===== src/rtl/i2s_capture_tdm.sv =====
// I2S / TDM serial audio capture into a first-word-fall-through FIFO.
// Optional frame-length checking is enabled with macro I2S_CAPTURE_FRAME_CHECK_EN.
module i2s_capture_tdm #(
  parameter int   DATA_W  = 24,
  parameter int   SLOT_W  = 32,
  parameter int   NUM_CH  = 2,
  parameter logic WS_POL  = 1'b0,
  parameter logic LJ_MODE = 1'b0,
  parameter int   DEPTH   = 8
) (
  input  logic                       clk_i,
  input  logic                       rst_i,
  input  logic                       sck_i,
  input  logic                       ws_i,
  input  logic                       sd_i,
  output logic [DATA_W-1:0]          sample_o,
  output logic [$clog2(NUM_CH)-1:0]  ch_o,
  output logic                       last_o,
  output logic                       valid_o,
  input  logic                       ready_i,
  output logic [$clog2(DEPTH):0]     level_o,
  output logic                       overflow_o,
  output logic                       frame_err_o
);

  localparam int CH_W  = $clog2(NUM_CH);
  localparam int BIT_W = $clog2(SLOT_W);
  localparam int PTR_W = $clog2(DEPTH);
  localparam int LVL_W = PTR_W + 1;
  localparam int ENT_W = CH_W + DATA_W + 1;

  localparam logic [BIT_W-1:0] FIRST_BIT = BIT_W'(LJ_MODE ? 0 : 1);
  localparam logic [BIT_W:0]   DATA_LEN  = (BIT_W+1)'(DATA_W);
  localparam logic [BIT_W-1:0] LAST_OFF  = BIT_W'(DATA_W-1);
  localparam logic [BIT_W-1:0] SLOT_LAST = BIT_W'(SLOT_W-1);
  localparam logic [CH_W-1:0]  CH_LAST   = CH_W'(NUM_CH-1);

  // Bit [1] is the synchronised level; bit [2] delays it once more for edge detection.
  logic [2:0] sck_sync, ws_sync, sd_sync;
  logic       rise_reg;

  always_ff @(posedge clk_i or posedge rst_i) begin
    if (rst_i) begin
      sck_sync <= '0;
      ws_sync  <= '0;
      sd_sync  <= '0;
      rise_reg <= 1'b0;
    end else begin
      sck_sync <= {sck_sync[1:0], sck_i};
      ws_sync  <= {ws_sync[1:0], ws_i};
      sd_sync  <= {sd_sync[1:0], sd_i};
      rise_reg <= sck_sync[1] & ~sck_sync[2];
    end
  end

  logic              armed, sat, prev_ws;
  logic [CH_W-1:0]   slot, slot_inc, pos_slot;
  logic [BIT_W-1:0]  bit_pos, bit_inc, pos_bit, off;
  logic              frame_start, at_max, live, in_data;
  logic [DATA_W-1:0] shreg;
  logic              push_reg;
  logic [ENT_W-1:0]  push_data;

  assign frame_start = (ws_sync[2] == WS_POL) && (prev_ws != WS_POL);
  assign at_max      = (slot == CH_LAST) && (bit_pos == SLOT_LAST);

  // Position this SCK rise represents, and whether it can carry captured data.
  always_comb begin
    bit_inc  = bit_pos + 1'b1;
    slot_inc = slot;
    if (bit_pos == SLOT_LAST) begin
      bit_inc  = '0;
      slot_inc = slot + 1'b1;
    end
    pos_slot = slot_inc;
    pos_bit  = bit_inc;
    live     = armed;
    if (frame_start) begin
      pos_slot = '0;
      pos_bit  = '0;
      live     = 1'b1;
    end else if (at_max) begin
      pos_slot = slot;
      pos_bit  = bit_pos;
      live     = 1'b0;
    end
    off     = pos_bit - FIRST_BIT;
    in_data = live && ({1'b0, off} < DATA_LEN);
  end

  always_ff @(posedge clk_i or posedge rst_i) begin
    if (rst_i) begin
      armed     <= 1'b0;
      sat       <= 1'b0;
      prev_ws   <= WS_POL;
      slot      <= '0;
      bit_pos   <= '0;
      shreg     <= '0;
      push_reg  <= 1'b0;
      push_data <= '0;
    end else begin
      push_reg <= 1'b0;
      if (rise_reg) begin
        prev_ws <= ws_sync[2];
        slot    <= pos_slot;
        bit_pos <= pos_bit;
        sat     <= !frame_start && at_max;
        if (frame_start) armed <= 1'b1;
        if (in_data) begin
          shreg <= {shreg[DATA_W-2:0], sd_sync[2]};
          if (off == LAST_OFF) begin
            push_reg  <= 1'b1;
            push_data <= {pos_slot, shreg[DATA_W-2:0], sd_sync[2], pos_slot == CH_LAST};
          end
        end
      end
    end
  end

`ifdef I2S_CAPTURE_FRAME_CHECK_EN
  logic err_reg;
  always_ff @(posedge clk_i or posedge rst_i) begin
    if (rst_i) err_reg <= 1'b0;
    else       err_reg <= rise_reg && frame_start && armed && (!at_max || sat);
  end
  assign frame_err_o = err_reg;
`else
  assign frame_err_o = 1'b0;
`endif

  logic [ENT_W-1:0] mem [DEPTH];
  logic [PTR_W-1:0] wr_ptr, rd_ptr, rd_next;
  logic [LVL_W-1:0] count, count_next, remain;
  logic [ENT_W-1:0] head;
  logic             ovf, pop, push_ok;

  assign pop        = (count != '0) && ready_i;
  assign push_ok    = push_reg && ((count != LVL_W'(DEPTH)) || pop);
  assign rd_next    = rd_ptr + PTR_W'(pop);
  assign remain     = count - LVL_W'(pop);
  assign count_next = remain + LVL_W'(push_ok);

  always_ff @(posedge clk_i) begin
    if (push_ok) mem[wr_ptr] <= push_data;
  end

  // Head register: refilled from memory, or straight from the push when it lands in an empty FIFO.
  always_ff @(posedge clk_i or posedge rst_i) begin
    if (rst_i) begin
      wr_ptr <= '0;
      rd_ptr <= '0;
      count  <= '0;
      ovf    <= 1'b0;
      head   <= '0;
    end else begin
      if (push_ok) wr_ptr <= wr_ptr + 1'b1;
      rd_ptr <= rd_next;
      count  <= count_next;
      if (push_reg && !push_ok) ovf <= 1'b1;
      if (remain != '0)  head <= mem[rd_next];
      else if (push_ok)  head <= push_data;
    end
  end

  assign sample_o   = head[DATA_W:1];
  assign ch_o       = head[ENT_W-1 -: CH_W];
  assign last_o     = head[0];
  assign valid_o    = (count != '0);
  assign level_o    = count;
  assign overflow_o = ovf;

endmodule


===== config.mk =====
export PLATFORM = sky130hd
export DESIGN_NAME = i2s_capture_tdm
export DESIGN_NICKNAME = d
export VERILOG_FILES = /design/src/rtl/i2s_capture_tdm.sv
export SDC_FILE = /design/constraint.sdc
export NUM_CORES = 1
export LEC_CHECK = 0
export CAP_MARGIN = 20
export CORE_ASPECT_RATIO = 0.8
export CORE_UTILIZATION = 55
export CTS_BUF_LIST = sky130_fd_sc_hd__clkbuf_16
export DETAILED_ROUTE_END_ITERATION = 10
export PLACE_DENSITY = 0.79
export REMOVE_ABC_BUFFERS = 1
export SYNTH_ARGS = -nofsm -noshare
export SYNTH_HDL_FRONTEND = slang
export SYNTH_SLANG_ARGS = --single-unit
export TNS_END_PERCENT = 30

===== constraint.sdc =====
create_clock -name clk_i -period 4.75 [get_ports clk_i]
set_clock_uncertainty 0.1 [all_clocks]
set_input_delay 0.95 -clock clk_i [delete_from_list [all_inputs] [get_ports clk_i]]
set_output_delay 0.95 -clock clk_i [all_outputs]
set_load 0.05 [all_outputs]

==> Yosys cells after proc, flatten, opt, wreduce, memory -nomap -nowiden <==
Memories as Yosys holds them, arrays and structs flattened.
Index checks and enable logic that the tools add are counted.
{ "word_totals": {"reg_bits": 105, "ram_bits": 208, "input_bits": 6, "output_inout_bits": 33, "wordCells": 60, "n_memories": 1} }
{ "memory_table": {"columns": ["name", "words", "width", "read_ports", "rd_ports_with_merged_regs", "write_ports", "line", "text"], "rows": [
  ["mem", 8, 26, 1, 0, 1, "131", "logic [ENT_W-1:0] mem [DEPTH];"]
]} }
{ "classes": {"addsub": 7, "order_cmp": 1, "eq_ne": 3, "n_mux": 15, "bitwise_logic": 3, "n_reduce_logical": 14} }
{ "ops": {"columns": ["operator", "count"], "rows": [
  ["2-to-1 mux 26 bit", 2],
  ["2-to-1 mux 5 bit", 3],
  ["equality test 5 bit (second input constant)", 2],
  ["2-to-1 mux 1 bit", 10],
  ["nonzero test 4 bit", 2],
  ["logical AND 1 bit", 6],
  ["adder 5 x 1 -> 5 bit (second input constant)", 1],
  ["< comparator 5 bit (second input constant)", 1],
  ["subtractor 5 x 1 -> 5 bit (second input constant)", 1],
  ["adder 4 x 1 -> 4 bit", 1],
  ["inequality test 4 bit (second input constant)", 1],
  ["AND reduction 2 bit", 2],
  ["subtractor 4 x 1 -> 4 bit", 1],
  ["adder 3 x 1 -> 3 bit", 1],
  ["adder 3 x 1 -> 3 bit (second input constant)", 1],
  ["AND reduction 3 bit", 1],
  ["NOT 1 bit", 2],
  ["nonzero test 2 bit", 1],
  ["adder 1 bit (second input constant)", 1],
  ["bitwise AND 1 bit", 1],
  ["logical NOT 1 bit", 1],
  ["logical OR 1 bit", 1]
]} }

==> Depth between registers and ports, before layout <==
Gate-level depths: netlist (run 1).
{ "depth": {"depth_word": 9, "mapped_depth": 10} }

==> Least setup slack after synthesis (run 1) <==
OpenSTA, ideal clock, no wires.
{ "synth_path": {"kind": "input -> register", "from": "input ready_i", "to": "memory mem[4][0] (netlist name) (enable)", "setup_time_ns": 0.480, "arrival_ns": 4.172, "t_required_ns": 4.170, "setup_slack_ns": -0.001, "stages": 4, "path_buffers": 1, "path_cell_list": "nand3b_1 -> nand2_1 -> buf_1 -> nor4b_1"} }
{ "synth_between": {"elab_chain_cells": 5} }
{ "synth_rtl": {"columns": ["item", "line", "text"], "rows": [
  ["start: declaration", "20", "input logic ready_i,"],
  ["logical AND 1 bit", "137", "assign pop = (count != '0) && ready_i;"],
  ["logical OR 1 bit", "138", "assign push_ok = push_reg && ((count != LVL_W'(DEPTH)) || pop);"],
  ["logical AND 1 bit", "138", null],
  ["2-to-1 mux 1 bit", "144", "if (push_ok) mem[wr_ptr] <= push_data;"],
  ["2-to-1 mux 1 bit (implied by the code)", "144", null],
  ["end: declaration", "131", null]
]} }
Every way passes these cells.

==> Worst setup path after layout (run 1) <==
{ "layout_path": {"from": "register bit_pos[0]", "to": "register push_data[5]"} }
{ "layout_between": {"elab_chain_cells": 8} }
{ "layout_rtl": {"columns": ["item", "line", "text"], "rows": [
  ["start: declaration", "58", "logic [BIT_W-1:0] bit_pos, bit_inc, pos_bit, off;"],
  ["start signal: assignment", "106", "bit_pos <= pos_bit;"],
  ["adder 5 x 1 -> 5 bit or equality test 5 bit (tied branches)", "69, 65, 71", null],
  ["2-to-1 mux 5 bit or logical AND 1 bit (tied branches)", "71, 65", null],
  ["2-to-1 mux 5 bit", "82", "end else if (at_max) begin"],
  ["2-to-1 mux 5 bit", "78", "if (frame_start) begin"],
  ["subtractor 5 x 1 -> 5 bit", "87", "off = pos_bit - FIRST_BIT;"],
  ["< comparator 5 bit", "88", "in_data = live && ({1'b0, off} < DATA_LEN);"],
  ["logical AND 1 bit", "88", null],
  ["AND reduction 3 bit (no line) *", null, null],
  ["end signal: assignment", "113", "push_data <= {pos_slot, shreg[DATA_W-2:0], sd_sync[2], pos_slot == CH_LAST};"],
  ["end: declaration", "62", "logic [ENT_W-1:0] push_data;"]
]} }
Mark *: on every way between the ends. The rest lies on a longest branch, timed or not.
A chain may end at the register's enable or synchronous reset.

==> results.txt, run 1 <==
Boundary Pins - 39
Port bufs - 37
Distinct cell type count after synthesis - 45
Layout fillers - 1371
Cts repair resizes - 0
Number of vias per cell - 6.02
Synth Cell Area - 11900 um^2
Final period utilization - 0.684
Post-detail-place hpwl - 12800 um
Die area - 22200 um^2
Worst IR Drop VDD - 0.303 mV
Worst skew pair latency - 0.54 ns
Layout cell share with drive strength beyond 1 - 0.202
Post-CTS setup buffers - 0
EDFF count, synth - 200
Total core area - 20900 um^2
Combinational power share - 0.287
FFs w/ async S/R, synth - 0.340
Failing checks - design-rule violations
Synth Flop Type - edfxtp_1
Seq/Total Area, Yosys - 0.724
Placed cells - 909
Most used cell, CP - ha_1
RSZ-0062 raised after global routing - no
FMAX - 0.308 GHz
Initial antenna violation count - 0
Sw frac - 0.299
Critical-path cell list - ha_1 -> and3_1 -> ha_1 -> a21boi_1 -> xnor2_1 -> nor4bb_1 -> nand2_4 -> mux2_1
Avg Cell Area, Syn - 19.5 um^2
# H-tree levels - 1
Req. time, crit path - 5.06 ns
Most common cell after layout, fill and taps aside - edfxtp_1
Max Cap Viol - 0
Worst Setup Start Kind - flip-flop
PwrDens - 560 nW/um^2
Detailed Routing Iterations Pass 1 - 8
Total number of vias - 5793
Arr. time, crit path - 3.55 ns
Max FFs per register - 200
CP top delay family - simple AND/OR/NAND/NOR gates
P_int - 5.37 mW
Count of final setup violators - 0
Switching pwr - 2.29 mW
CTS clk-pin slew, worst paths - 0.06 ns
Vias in the first global route - 6121
Slowest cell on crit path - nor4bb_1
All-layer global routing usage - 0.218
Std-Cell Rows - 47
Yosys warns - 0
Slew HR - 0.336
Post-DR wirelength/cell - 23.7 um
Largest regs - mem: 200 flops, head: 25 flops, push_data: 25 flops
Slew @ Worst Pin - 0.993 ns
Clk pwr share - 0.308
Min-Delay Path Class - flip-flop to flip-flop
DR iter-0 viols - 563
Placer Congestion - 0.757
Top reg by flops - mem
Clk buf depth - 3
CP bufs+invs - 0
Status - finished, violations left
Slowest Stage Delay on Critical Path - 0.48 ns
Largest net degree at the start of global routing - 50
Leakage - 5.36 nW
Post-layout util - 0.653
Final antenna-violating net count - 0
CTS Sinks - 303
Type of the worst setup path - flip-flop to flip-flop
P&R area growth vs syn - 15.3%
Final nets - 687
Final std cells w/o fill - 963
Final wirelength - 22900 um
Most frequent cells in the layout - 200 x edfxtp_1, 103 x dfrtp_1, 77 x mux2i_1, 50 x mux4_2, 39 x mux2_1
CTS tree - built
Hold_ws - 0.247 ns
Total gr overflow - 0
Setup TNS - 0 ns
Post-synthesis cell count - 607
Global-route wire length before repair - 36000 um
Antenna fix cells - 0
Seq pwr share - 0.405
Hold Buf Count CTS - 0
Worst Path Max Fanout - 26
TritonCTS Buffers - 29
Final min period - 3.25 ns
#FFs+latches synth - 303
Die H - 133 um
Root Buffer - clkbuf_16
DRC violation count after routing - 5
Initial Util - 0.567
Slew Viols, Final - 0
Setup crit end kind - flip-flop
Die width - 166 um
Final Hold Fails - 0
## metrics by stage
| step | cell area, um^2 | power (mW) | worst slack (ns) |
|---|---|---|---|
| 3_3_place_gp | 12700 | 5.31 | 1.18 |
| 3_5_place_dp | 12700 | 5.37 | 1.13 |
| 5_1_grt | 13700 | 7.97 | 1.31 |
| 4_1_cts | 13700 | 7.73 | 1.53 |
| 6_report | 13700 | 7.67 | 1.50 |
| 2_1_floorplan | 11700 | 4.77 | 0.0480 |
## final cells by class
cell class	count	area (um^2)	share of cell area
flip-flops and latches	303	8580	0.627
multi-input cells	267	3180	0.232
clock buffers	29	726	0.0530
repair buffers	61	563	0.0412
well taps	269	337	0.0246
clock inverters	25	260	0.0190
inverters	9	36.3	0.00265
## routing by layer
layer	track usage	up-vias	wire length [um]
met5	0	-	0
met4	0.0467	0	349
met3	0.0336	39	1160
met2	0.363	179	11200
met1	0.309	3073	10100
li1	-	2502	-
## logic make-up (layout without fill, tap and decap cells)
kind of cell | Yosys count | after routing | share of synthesized area
other cells | 1 | 1 | 0.000316
fa+ha+maj | 10 | 10 | 0.0105
xor+xnor | 8 | 8 | 0.00591
buf+inv | 37 | 124 | 0.0153
compound gates | 24 | 24 | 0.0150
mux | 176 | 176 | 0.206
simple gates | 48 | 48 | 0.0228
flops | 303 | 303 | 0.724
## Yosys cell counts, types with 2 or more instances
master    number  area [um^2]
a21o_1         2         15.0
a21oi_1        5         25.0
a31oi_1        2         12.5
and2_1         2         12.5
and3_1         2         12.5
buf_1          5         18.8
buf_2          4         20.0
buf_4          2         15.0
buf_6          4         45.0
clkbuf_1      13         48.8
dfrtp_1      103         2580
edfxtp_1     200         6010
ha_1          10          125
inv_1          8         30.0
mux2_1        39          439
mux2_2        10          113
mux2i_1       77          771
mux4_2        50         1130
nand2_1       14         52.6
nand2b_1       4         25.0
nand3_1        2         10.0
nand4_1        2         12.5
nor2_1         5         18.8
nor2b_1        2         12.5
nor3_1         3         15.0
nor3b_1        3         22.5
nor4b_1        2         17.5
o211ai_1       2         15.0
o21ai_0        8         40.0
xnor2_1        6         52.6
xor2_1         2         17.5
## power by group through the flow
stage | combinational, mW | clock (mW) | sequential, mW
6_report | 2.20 | 2.36 | 3.11
3_5_place_dp | 2.22 | 0 | 3.15
2_1_floorplan | 1.32 | 0 | 3.45
3_3_place_gp | 2.16 | 0 | 3.14
5_1_grt | 2.35 | 2.50 | 3.13
4_1_cts | 2.22 | 2.40 | 3.11
## path summary, 6_finish.rpt
path,start,to,slack [ns],cells past startpoint
worst min register to register,sd_sync[0],sd_sync[1],0.25,0
worst max register to register,bit_pos[0],push_data[5],1.50,8
max in group asynchronous,rst_i,head[10],2.88,3
worst max-delay path,bit_pos[0],push_data[5],1.50,8
min in group asynchronous,rst_i,shreg[14],0.76,2
worst min-delay path,sd_sync[0],sd_sync[1],0.25,0
## worst reg2reg max path, stage by stage, from the launching register on
cell	delay [ns]
dfrtp_1	0.44
ha_1	0.23
and3_1	0.20
ha_1	0.28
a21boi_1	0.38
xnor2_1	0.19
nor4bb_1	0.48
nand2_4	0.37
mux2_1	0.44
(Power assumes the default switching activity.)
==> inputs of run 2 (changes only) <==
==> constraint.sdc (replaced) <==
create_clock -name clk_i -period 3.2 [get_ports clk_i]
set_clock_uncertainty 0.1 [all_clocks]
set_input_delay 0.64 -clock clk_i [delete_from_list [all_inputs] [get_ports clk_i]]
set_output_delay 0.64 -clock clk_i [all_outputs]
set_load 0.05 [all_outputs]
==> results.txt, run 2 (synthesized netlist as in run 1, its figures left out) <==
Critical Path Source - bit_pos[0]
Port bufs - 37
Die width - 166 um
Hold_ws - 0.249 ns
Flop-to-flop setup slack - 0.13 ns
Layout cell share with drive strength beyond 1 - 0.221
Min-Delay Path Class - flip-flop to flip-flop
Setup crit end kind - flip-flop
Total number of vias - 5840
Leakage - 5.40 nW
Global-route wire length before repair - 36000 um
Slew Viols, Final - 0
Final std cells w/o fill - 974
Placed inst area - 12900 um^2
Std-Cell Rows - 47
Failing checks - design-rule violations
DR iter-0 viols - 472
Vias in the first global route - 6305
FMAX - 0.326 GHz
Top reg by flops - mem
Final nets - 698
Clk pwr share - 0.288
Sw frac - 0.310
Slew HR - 0.600
Clk buf depth - 3
Largest regs - mem: 200 flops, head: 25 flops, push_data: 25 flops
PwrDens - 826 nW/um^2
# H-tree levels - 1
Hold Buf Count CTS - 0
Die area - 22200 um^2
P&R area growth vs syn - 16.5%
Dpl ws - 0.105 ns
Final period utilization - 0.959
Layout fillers - 1329
Placer Congestion - 0.772
CTS tree - built
TritonCTS Buffers - 29
Most common cell after layout, fill and taps aside - edfxtp_1
Worst Setup Start Kind - flip-flop
Total gr overflow - 0
Final instance area - 13800 um^2
Final Hold Fails - 0
Post-DR wirelength/cell - 23.3 um
Boundary Pins - 39
Status - finished, violations left
Root Buffer - clkbuf_16
CTS clk-pin slew, worst paths - 0.06 ns
Slew @ Worst Pin - 0.599 ns
Max Cap Viol - 0
Antenna fix cells - 0
Detailed Routing Iterations Pass 1 - 8
Worst Path Max Fanout - 23
All-layer global routing usage - 0.215
Slowest cell on crit path - dfrtp_1
Post-layout util - 0.660
Hold_sp - ws_sync[1]
Count of final setup violators - 0
Final min period - 3.07 ns
Type of the worst setup path - flip-flop to flip-flop
Req. time, crit path - 3.52 ns
Placed cells - 920
Most used cell, CP - a31oi_1
Final wirelength - 22700 um
Initial antenna violation count - 0
Arr. time, crit path - 3.39 ns
RSZ-0062 raised after global routing - no
Die H - 133 um
Most frequent cells in the layout - 200 x edfxtp_1, 103 x dfrtp_1, 77 x mux2i_1, 50 x mux4_2, 39 x mux2_1
Largest net degree at the start of global routing - 38
Post-detail-place hpwl - 13600 um
Number of vias per cell - 6.00
Final WS setup - 0.132 ns
DRC violation count after routing - 5
Slowest Stage Delay on Critical Path - 0.45 ns
P_int - 7.88 mW
Reg2reg start - bit_pos[0]
Switching pwr - 3.54 mW
Worst IR Drop VDD - 0.684 mV
Worst skew pair latency - 0.55 ns
Combinational power share - 0.307
Max FFs per register - 200
Total core area - 20900 um^2
Initial Util - 0.567
CTS Sinks - 303
Critical-path cell list - ha_1 -> and3_1 -> ha_2 -> a211o_1 -> a31oi_1 -> a31oi_1 -> a221oi_4 -> buf_12 -> mux2_2
Final antenna-violating net count - 0
Seq pwr share - 0.405
-- run 2: cell types whose count changed in the layout (fill, tap and decap cells not counted), sizes merged --
cell / delta
buf: +11
clkinv: +7
inv: -5
bufinv: -4
clkbuf: +1
clkinvlp: +1
-- run 2: path summary, 6_finish.rpt --
kind | to | depth (start not counted)
max in group asynchronous | head[10] | 3
min reg2reg | ws_sync[2] | 0
max | shreg[20] | 9
max reg2reg | shreg[20] | 9
min in group asynchronous | ws_sync[0] | 2
min | ws_sync[2] | 0
-- run 2: layout make-up --
cell class | count | area [um^2] | area share
Multi-Input combinational cell | 267 | 3180 | 0.230
Sequential cell | 303 | 8580 | 0.621
Clock buffer | 30 | 751 | 0.0543
Inverter | 9 | 36.3 | 0.00263
Tap cell | 269 | 337 | 0.0244
Timing Repair Buffer | 72 | 758 | 0.0549
Clock inverter | 24 | 173 | 0.0125
-- run 2: metrics by stage --
step	TNS (ns)	power (mW)
after global placement	0	8.09
after floorplan	-259.54	7.07
after global routing	0	11.9
final	0	11.4
after detailed placement	0	8.21
after CTS	0	11.5
-- run 2: power groups by stage --
stage	Sequential [mW]	Combinational (mW)	Clock [mW]
after floorplan	5.11	1.96	0
after global routing	4.64	3.72	3.50
after CTS	4.62	3.54	3.35
final	4.62	3.50	3.29
after global placement	4.67	3.42	0
after detailed placement	4.69	3.53	0
-- run 2: worst max-delay path: cells and delay by family, from the launching register on --
family                   cells  cell delay [ns]
AO/OA/AOI/OAI                4             1.12
adder cells (fa/ha/maj)      2             0.48
flip-flops                   1             0.45
multiplexers                 1             0.36
buffers and inverters        1             0.23
AND/OR/NAND/NOR              1             0.21
-- run 2: per-layer routing --
layer  routed length, um  GRT usage  up-vias  share of wire
met5                   0          0        -              0
met4                 504     0.0566        0          0.022
met3                1030     0.0345       45          0.045
met2               11100      0.359      161           0.49
met1               10100      0.301     3102           0.44
li1                    -          -     2532              -
-- run 2: what timing repair did --
item / in CTS / in global routing
buffers inserted: 0 / 0
endpoints found under the hold margin: 0 / 0
resized for setup: 0 / 2
endpoints found under the setup margin: 0 / 44
==> inputs of run 3 (changes only) <==
--- a/config.mk
+++ b/config.mk
@@ -12,6 +12,7 @@
 export DETAILED_ROUTE_END_ITERATION = 10
 export PLACE_DENSITY = 0.79
 export REMOVE_ABC_BUFFERS = 1
+export SLEW_MARGIN = 30
 export SYNTH_ARGS = -nofsm -noshare
 export SYNTH_HDL_FRONTEND = slang
 export SYNTH_SLANG_ARGS = --single-unit
==> results of run 3 <==
No change in the layout: final DEF, timing and power equal those of run 2.
